<file path="src/rtl/fmt_sched.sv">
// Round-robin scheduler that renders one requester's byte as an ASCII string (dec/bin/oct/hex).
// Optional feature: define FMT_RADIX_PREFIX_EN to prepend "0b"/"0o"/"0x" to non-decimal strings.
module fmt_sched #(
  parameter int NREQ = 4,
  parameter int GW   = $clog2(NREQ)
) (
  input  logic              clk,
  input  logic              rst_n,
  input  logic [NREQ-1:0]   req,
  input  logic [NREQ*8-1:0] req_data,
  input  logic [NREQ*2-1:0] req_radix,
  output logic [NREQ-1:0]   ack,
  output logic              out_valid,
  input  logic              out_ready,
  output logic [7:0]        out_char,
  output logic              out_last,
  output logic              busy,
  output logic [GW-1:0]     gnt_id
);

`ifdef FMT_RADIX_PREFIX_EN
  localparam int PFX  = 2;
`else
  localparam int PFX  = 0;
`endif
  localparam int MAXC = PFX + 8;
  localparam int LW   = 4;

  typedef enum logic [1:0] {IDLE, CONV, EMIT} state_t;

  state_t          state_reg;
  logic [GW-1:0]   ptr_reg;
  logic [7:0]      data_reg;
  logic [1:0]      radix_reg;
  logic [7:0]      char_buf_reg [MAXC];
  logic [LW-1:0]   rem_reg;

  logic [7:0]      data_arr  [NREQ];
  logic [1:0]      radix_arr [NREQ];

  generate
    for (genvar gi = 0; gi < NREQ; gi++) begin : g_unpack
      assign data_arr[gi]  = req_data[8*gi +: 8];
      assign radix_arr[gi] = req_radix[2*gi +: 2];
    end
  endgenerate

  assign busy = (state_reg != IDLE);

  // A requester whose ack is high this cycle may still be holding req; mask it so it is not re-served.
  logic [NREQ-1:0] req_eff;
  logic            sel_found;
  logic [GW-1:0]   sel_id;

  always_comb begin
    req_eff   = req & ~ack;
    sel_found = 1'b0;
    sel_id    = '0;
    for (int k = NREQ - 1; k >= 0; k--) begin
      if (req_eff[(int'(ptr_reg) + k) % NREQ]) begin
        sel_found = 1'b1;
        sel_id    = GW'((int'(ptr_reg) + k) % NREQ);
      end
    end
  end

  function automatic logic [7:0] digit_char(input logic [3:0] v);
    return (v < 4'd10) ? (8'h30 + {4'h0, v}) : (8'h57 + {4'h0, v});
  endfunction

  logic [7:0]    conv_buf [MAXC];
  logic [LW-1:0] conv_len;
  logic [3:0]    dec_h, dec_t, dec_o;

  always_comb begin
    for (int k = 0; k < MAXC; k++) conv_buf[k] = 8'h30;
    conv_len = LW'(1);
    dec_h    = 4'(data_reg / 8'd100);
    dec_t    = 4'((data_reg / 8'd10) % 8'd10);
    dec_o    = 4'(data_reg % 8'd10);
    case (radix_reg)
      2'd0: begin
        if (data_reg >= 8'd100) begin
          conv_buf[0] = digit_char(dec_h);
          conv_buf[1] = digit_char(dec_t);
          conv_buf[2] = digit_char(dec_o);
          conv_len    = LW'(3);
        end else if (data_reg >= 8'd10) begin
          conv_buf[0] = digit_char(dec_t);
          conv_buf[1] = digit_char(dec_o);
          conv_len    = LW'(2);
        end else begin
          conv_buf[0] = digit_char(dec_o);
          conv_len    = LW'(1);
        end
      end
      2'd1: begin
        for (int k = 0; k < 8; k++) conv_buf[PFX + k] = {7'b0011000, data_reg[7 - k]};
        conv_len = LW'(PFX + 8);
      end
      2'd2: begin
        conv_buf[PFX]     = digit_char({2'b00, data_reg[7:6]});
        conv_buf[PFX + 1] = digit_char({1'b0, data_reg[5:3]});
        conv_buf[PFX + 2] = digit_char({1'b0, data_reg[2:0]});
        conv_len          = LW'(PFX + 3);
      end
      default: begin
        conv_buf[PFX]     = digit_char(data_reg[7:4]);
        conv_buf[PFX + 1] = digit_char(data_reg[3:0]);
        conv_len          = LW'(PFX + 2);
      end
    endcase
`ifdef FMT_RADIX_PREFIX_EN
    if (radix_reg != 2'd0) begin
      conv_buf[0] = 8'h30;
      case (radix_reg)
        2'd1:    conv_buf[1] = 8'h62;
        2'd2:    conv_buf[1] = 8'h6f;
        default: conv_buf[1] = 8'h78;
      endcase
    end
`endif
  end

  // The buffer shifts left on every accepted character, so slot 1 always holds the next one.
  always_ff @(posedge clk or negedge rst_n) begin
    if (!rst_n) begin
      state_reg <= IDLE;
      ptr_reg   <= '0;
      data_reg  <= '0;
      radix_reg <= '0;
      rem_reg   <= '0;
      for (int k = 0; k < MAXC; k++) char_buf_reg[k] <= '0;
      ack       <= '0;
      out_valid <= 1'b0;
      out_last  <= 1'b0;
      out_char  <= '0;
      gnt_id    <= '0;
    end else begin
      ack <= '0;
      case (state_reg)
        IDLE: begin
          if (sel_found) begin
            gnt_id    <= sel_id;
            data_reg  <= data_arr[sel_id];
            radix_reg <= radix_arr[sel_id];
            state_reg <= CONV;
          end
        end
        CONV: begin
          for (int k = 0; k < MAXC; k++) char_buf_reg[k] <= conv_buf[k];
          rem_reg   <= conv_len - LW'(1);
          out_char  <= conv_buf[0];
          out_last  <= (conv_len == LW'(1));
          out_valid <= 1'b1;
          state_reg <= EMIT;
        end
        EMIT: begin
          if (out_ready) begin
            if (out_last) begin
              out_valid   <= 1'b0;
              out_last    <= 1'b0;
              ack[gnt_id] <= 1'b1;
              ptr_reg     <= (gnt_id == GW'(NREQ - 1)) ? '0 : gnt_id + GW'(1);
              state_reg   <= IDLE;
            end else begin
              for (int k = 0; k < MAXC - 1; k++) char_buf_reg[k] <= char_buf_reg[k + 1];
              out_char <= char_buf_reg[1];
              out_last <= (rem_reg == LW'(1));
              rem_reg  <= rem_reg - LW'(1);
            end
          end
        end
        default: state_reg <= IDLE;
      endcase
    end
  end

endmodule

</file>
<file path="config.mk">
export PLATFORM = sky130hd
export DESIGN_NAME = fmt_sched
export DESIGN_NICKNAME = d
export VERILOG_FILES = /design/src/rtl/fmt_sched.sv
export SDC_FILE = /design/constraint.sdc
export NUM_CORES = 1
export LEC_CHECK = 0
export ABC_AREA = 1
export BUFFER_PORTS_ARGS = -buffer_cell sky130_fd_sc_hd__buf_2
export CAP_MARGIN = 15
export CORE_AREA = 2 2 106 129
export DETAILED_ROUTE_END_ITERATION = 8
export DIE_AREA = 0 0 108 131
export GPL_TIMING_DRIVEN = 1
export HOLD_SLACK_MARGIN = 0.08
export SKIP_LAST_GASP = 1
export SLEW_MARGIN = 10
export SYNTH_ARGS = -nofsm -noshare
export SYNTH_HDL_FRONTEND = slang
export SYNTH_SLANG_ARGS = --single-unit
</file>
<file path="constraint.sdc">
create_clock -name clk -period 9.17 [get_ports clk]
set_input_delay 0.4585 -clock clk [delete_from_list [all_inputs] [get_ports clk]]
set_output_delay 0.4585 -clock clk [all_outputs]
set_load 0.02 [all_outputs]
</file>
==> metrics.md <==
| Metric | Value |
|---|---|
| Dominant combinational cell family by area after synthesis | simple AND/OR/NAND/NOR gates |
| Later-pin clock latency in the skew report | about 0.33 ns |
| Mean routed wirelength per cell | ~14 um |
| Number of max-cap violations | 0 |
| Total setup violations reported at the end of the flow | 0 |
| CTS tree | done |
| Setup repair after global routing missed its margin | no |
| CTS Buf Count | 9 |
| Top-level I/O count | 64 |
| DRC Markers | 0 |
| Cell type with the highest occurrence count on the critical path | sky130_fd_sc_hd__nand2_1 |
| Ranking of synthesized cells by area | sky130_fd_sc_hd__dfrtp_1 30%, sky130_fd_sc_hd__nand2_1 13%, sky130_fd_sc_hd__o21ai_0 8.4% |
| Met3 GRT Util | under 10% |
| Area growth from synthesis to layout | 16.1% |
| Top delay family on crit path | simple AND/OR/NAND/NOR gates |
| Number of global-route vias before repair | 4633 |
| Post-detailed-route count of antenna-violating nets | 0 |
| GR Layer Usage met2 | ~33% |
| Slew margin rel. | ~42% |
| Total Nets Final | around 820 |
| Maximum count of clock buffers along a single path | 2 |
| Count of final max-slew check failures | 0 |
| Share of post-route cells with drive strength above 1 | a little under a fifth |
| Post-synthesis cell count | a little under 700 |
| Final hold violation count | 0 |
| Sum of net half-perimeters after detailed placement | between 9 and 10 mm |
| Setup TNS | 0 ns |
| Die height | ~130 um |
| Library cell used as clock root buffer | sky130_fd_sc_hd__clkbuf_16 |
| Die Area | 14100 um2 |
| Register area share after synthesis | a little under a third |
| Largest stage delay on the critical path | 0.47 ns |
| Slowest library cell on the worst path | sky130_fd_sc_hd__dfrtp_1 |
| Critical Path Fanout Max | 10 |
| Data arrival time of the critical path | between 4 and 5 ns |
| Adder-cell share of the synthesized area | under 10% |
| Final core area utilization | between 40% and 50% |
| Clock Sink Count | between 50 and 60 |
| DRT Pass-1 Iters | 6 |
| Portion of synthesized cell area occupied by the leading cell type | between 30% and 40% |
| Syn nets | about 760 |
| Result of the run | finished clean |
| Slew of the pin with the lowest slew margin | ~0.86 ns |
| Clock transition at the registers of the reported paths | 0.05 ns |
| Overall via count from detail_route | ~4700 |
| Weighted congestion at the end of routability-driven global placement | 0.947 |
| Via/cell ratio | between 5 and 6 |
| Post-CTS setup buffer count | 0 |
| Flip-flop count of the largest register after layout | 24 |
| Main synth FF type | sky130_fd_sc_hd__dfrtp_1 |
| Number of design-rule violations left by the first detailed-router iteration | 247 |
| Overflow left after global routing | 0 |
| CP Launch Type | flop |
| Parity-gate share of the synthesized area counting xor and xnor cells | under 10% |
| Antenna violations before repair | 0 |
| Summed instance area of the synthesized netlist | 4680 um2 |
| Number of hold buffers added after CTS | 0 |
| Wire length of the first global-routing pass | roughly 22 mm |
| Avg Cell Area, Syn | 6.76 um2 |
| Synth async-reset ratio | between 90% and 100% |
| Multiplexer share of the synthesized area | 0% |
| Unique masters post-synth | 42 |
| Initial cell density of the core | a little over a third |
| Cell row count | 46 |
| Type of destination of the critical path | flop |
| Wire length reported by the detailed router | approximately 13 mm |
| Final worst-path cycle share | ~49% |
| Quantity of gates resized following cts | 0 |
| Count of warnings emitted by yosys | 0 |
| Overall routing resource usage | between 10% and 20% |
| Placeable core region | about 13000 um2 |
| Time the worst path needs with I/O delays and setup | 4.46 ns |
| Number of levels the H-tree was split into | 3 |
| CP Data Required Time | around 9.4 ns |
| Global-route track usage on met1 | 24.5% |
| Most area-hungry cell type in the Yosys netlist | sky130_fd_sc_hd__dfrtp_1 |
| PortBufs | 62 |
| Largest net degree at the start of global routing | just under 60 |
| Simple logic cell fraction of the synthesized area | around 34% |
| Area fraction in compound gates after synthesis | roughly a fifth |
| Number of storage elements in the synthesis netlist | 57 |
| Critical path class | flop to flop |
| Number of antenna cells inserted | 0 |
| Min-Delay Path Class | input pin to async pin |
| Number of synthesized flops with an enable pin | 0 |
| Number of fill cells | approximately 1400 |
| Die boundary width | around 110 um |
| Achievable frequency | 224 MHz |
| Most Crowded Layer GR | met2 |
| Final clock skew | 0.00629 ns |
| Number of buffer and inverter stages on the critical path | 2 |
-- final timing paths --
kind,end,startpoint,slack [ns],cells past startpoint
setup / recovery,out_char[0],data_reg[4],4.71,36
min in group clk,state_reg[1],out_ready,0.46,4
hold / removal,ack[3],rst_n,0.27,2
hold reg to reg,out_char[3],out_char[3],0.47,2
max in group asynchronous,char_buf_reg[49],rst_n,8.41,2
setup reg to reg,out_char[0],data_reg[4],4.71,36
-- cell usage in the layout, fill, tap and decap left out, types with 3 or more instances in the layout --
cell                        netlist  final
sky130_fd_sc_hd__or2_2            7      7
sky130_fd_sc_hd__a21oi_1         32     31
sky130_fd_sc_hd__nand4_1         12     12
sky130_fd_sc_hd__inv_2            8      8
sky130_fd_sc_hd__buf_4            1      4
sky130_fd_sc_hd__a31oi_1          4      4
sky130_fd_sc_hd__nand3_2          6      6
sky130_fd_sc_hd__nor2_1          72     72
sky130_fd_sc_hd__buf_2            4     62
sky130_fd_sc_hd__o21ai_0         79     79
sky130_fd_sc_hd__nor2_4           3      3
sky130_fd_sc_hd__nor3_1           4      4
sky130_fd_sc_hd__dfrtp_1         57     57
sky130_fd_sc_hd__xor2_1           6      6
sky130_fd_sc_hd__o221ai_1         3      3
sky130_fd_sc_hd__nand2_2         18     18
sky130_fd_sc_hd__nand2_4          7      7
sky130_fd_sc_hd__inv_1           74     74
sky130_fd_sc_hd__o22ai_1         18     18
sky130_fd_sc_hd__nand2_1        156    156
sky130_fd_sc_hd__clkbuf_16        0      9
sky130_fd_sc_hd__nor2_2           4      4
sky130_fd_sc_hd__o21ai_1          3      3
sky130_fd_sc_hd__o211ai_1         6      6
sky130_fd_sc_hd__nand3_1         46     46
sky130_fd_sc_hd__a21oi_2          2      3
sky130_fd_sc_hd__ha_1            24     24
-- cell usage after synthesis, drive strengths merged, types with 3 or more instances --
cell type    n
a21oi       35
a31oi        4
buf          5
clkbuf      17
dfrtp       57
ha          24
inv         82
nand2      181
nand3       53
nand4       13
nor2        79
nor3         4
o211ai       6
o21ai       82
o221ai       3
o22ai       18
or2          7
xor2         7
-- cell type report --
cell class / count / area (um2) / share of cell area, %
Timing Repair Buffer: 66 / 340 / 6.26
Sequential cell: 57 / 1430 / 26.3
Multi-Input combinational cell: 530 / 2860 / 52.6
Tap cell: 168 / 210 / 3.87
Clock buffer: 11 / 233 / 4.28
Clock inverter: 5 / 56.3 / 1.04
Inverter: 83 / 312 / 5.73
-- cells by family after synthesis --
group,Yosys count
other,1
AND/OR/NAND/NOR,341
flip-flops,57
XOR/XNOR,8
adder cells (fa/ha/maj),24
AO/OA/AOI/OAI,156
buffers and inverters,105
-- layer usage --
layer	up-vias	share of wire [%]
li1	2391	-
met1	2178	45
met2	131	48
met3	19	4.6
met4	0	1.9
met5	-	0
-- per-stage QoR --
| step | cells | cell area, um2 | hold slack [ns] | setup WS (ns) |
|---|---|---|---|---|
| detailed placement | 904 | 5140 | 0.457 | 4.76 |
| global route | 920 | 5430 | 0.351 | 4.27 |
| finish | 920 | 5430 | 0.272 | 4.71 |
| global placement | 904 | 5140 | 0.454 | 4.97 |
| CTS | 920 | 5430 | 0.309 | 4.75 |
| floorplan | 692 | 4680 | 0.163 | 5.46 |
Power is left out: the tool's default activity adds up to more than one toggle a clock period on the data nets, which glitch-free logic cannot reach.
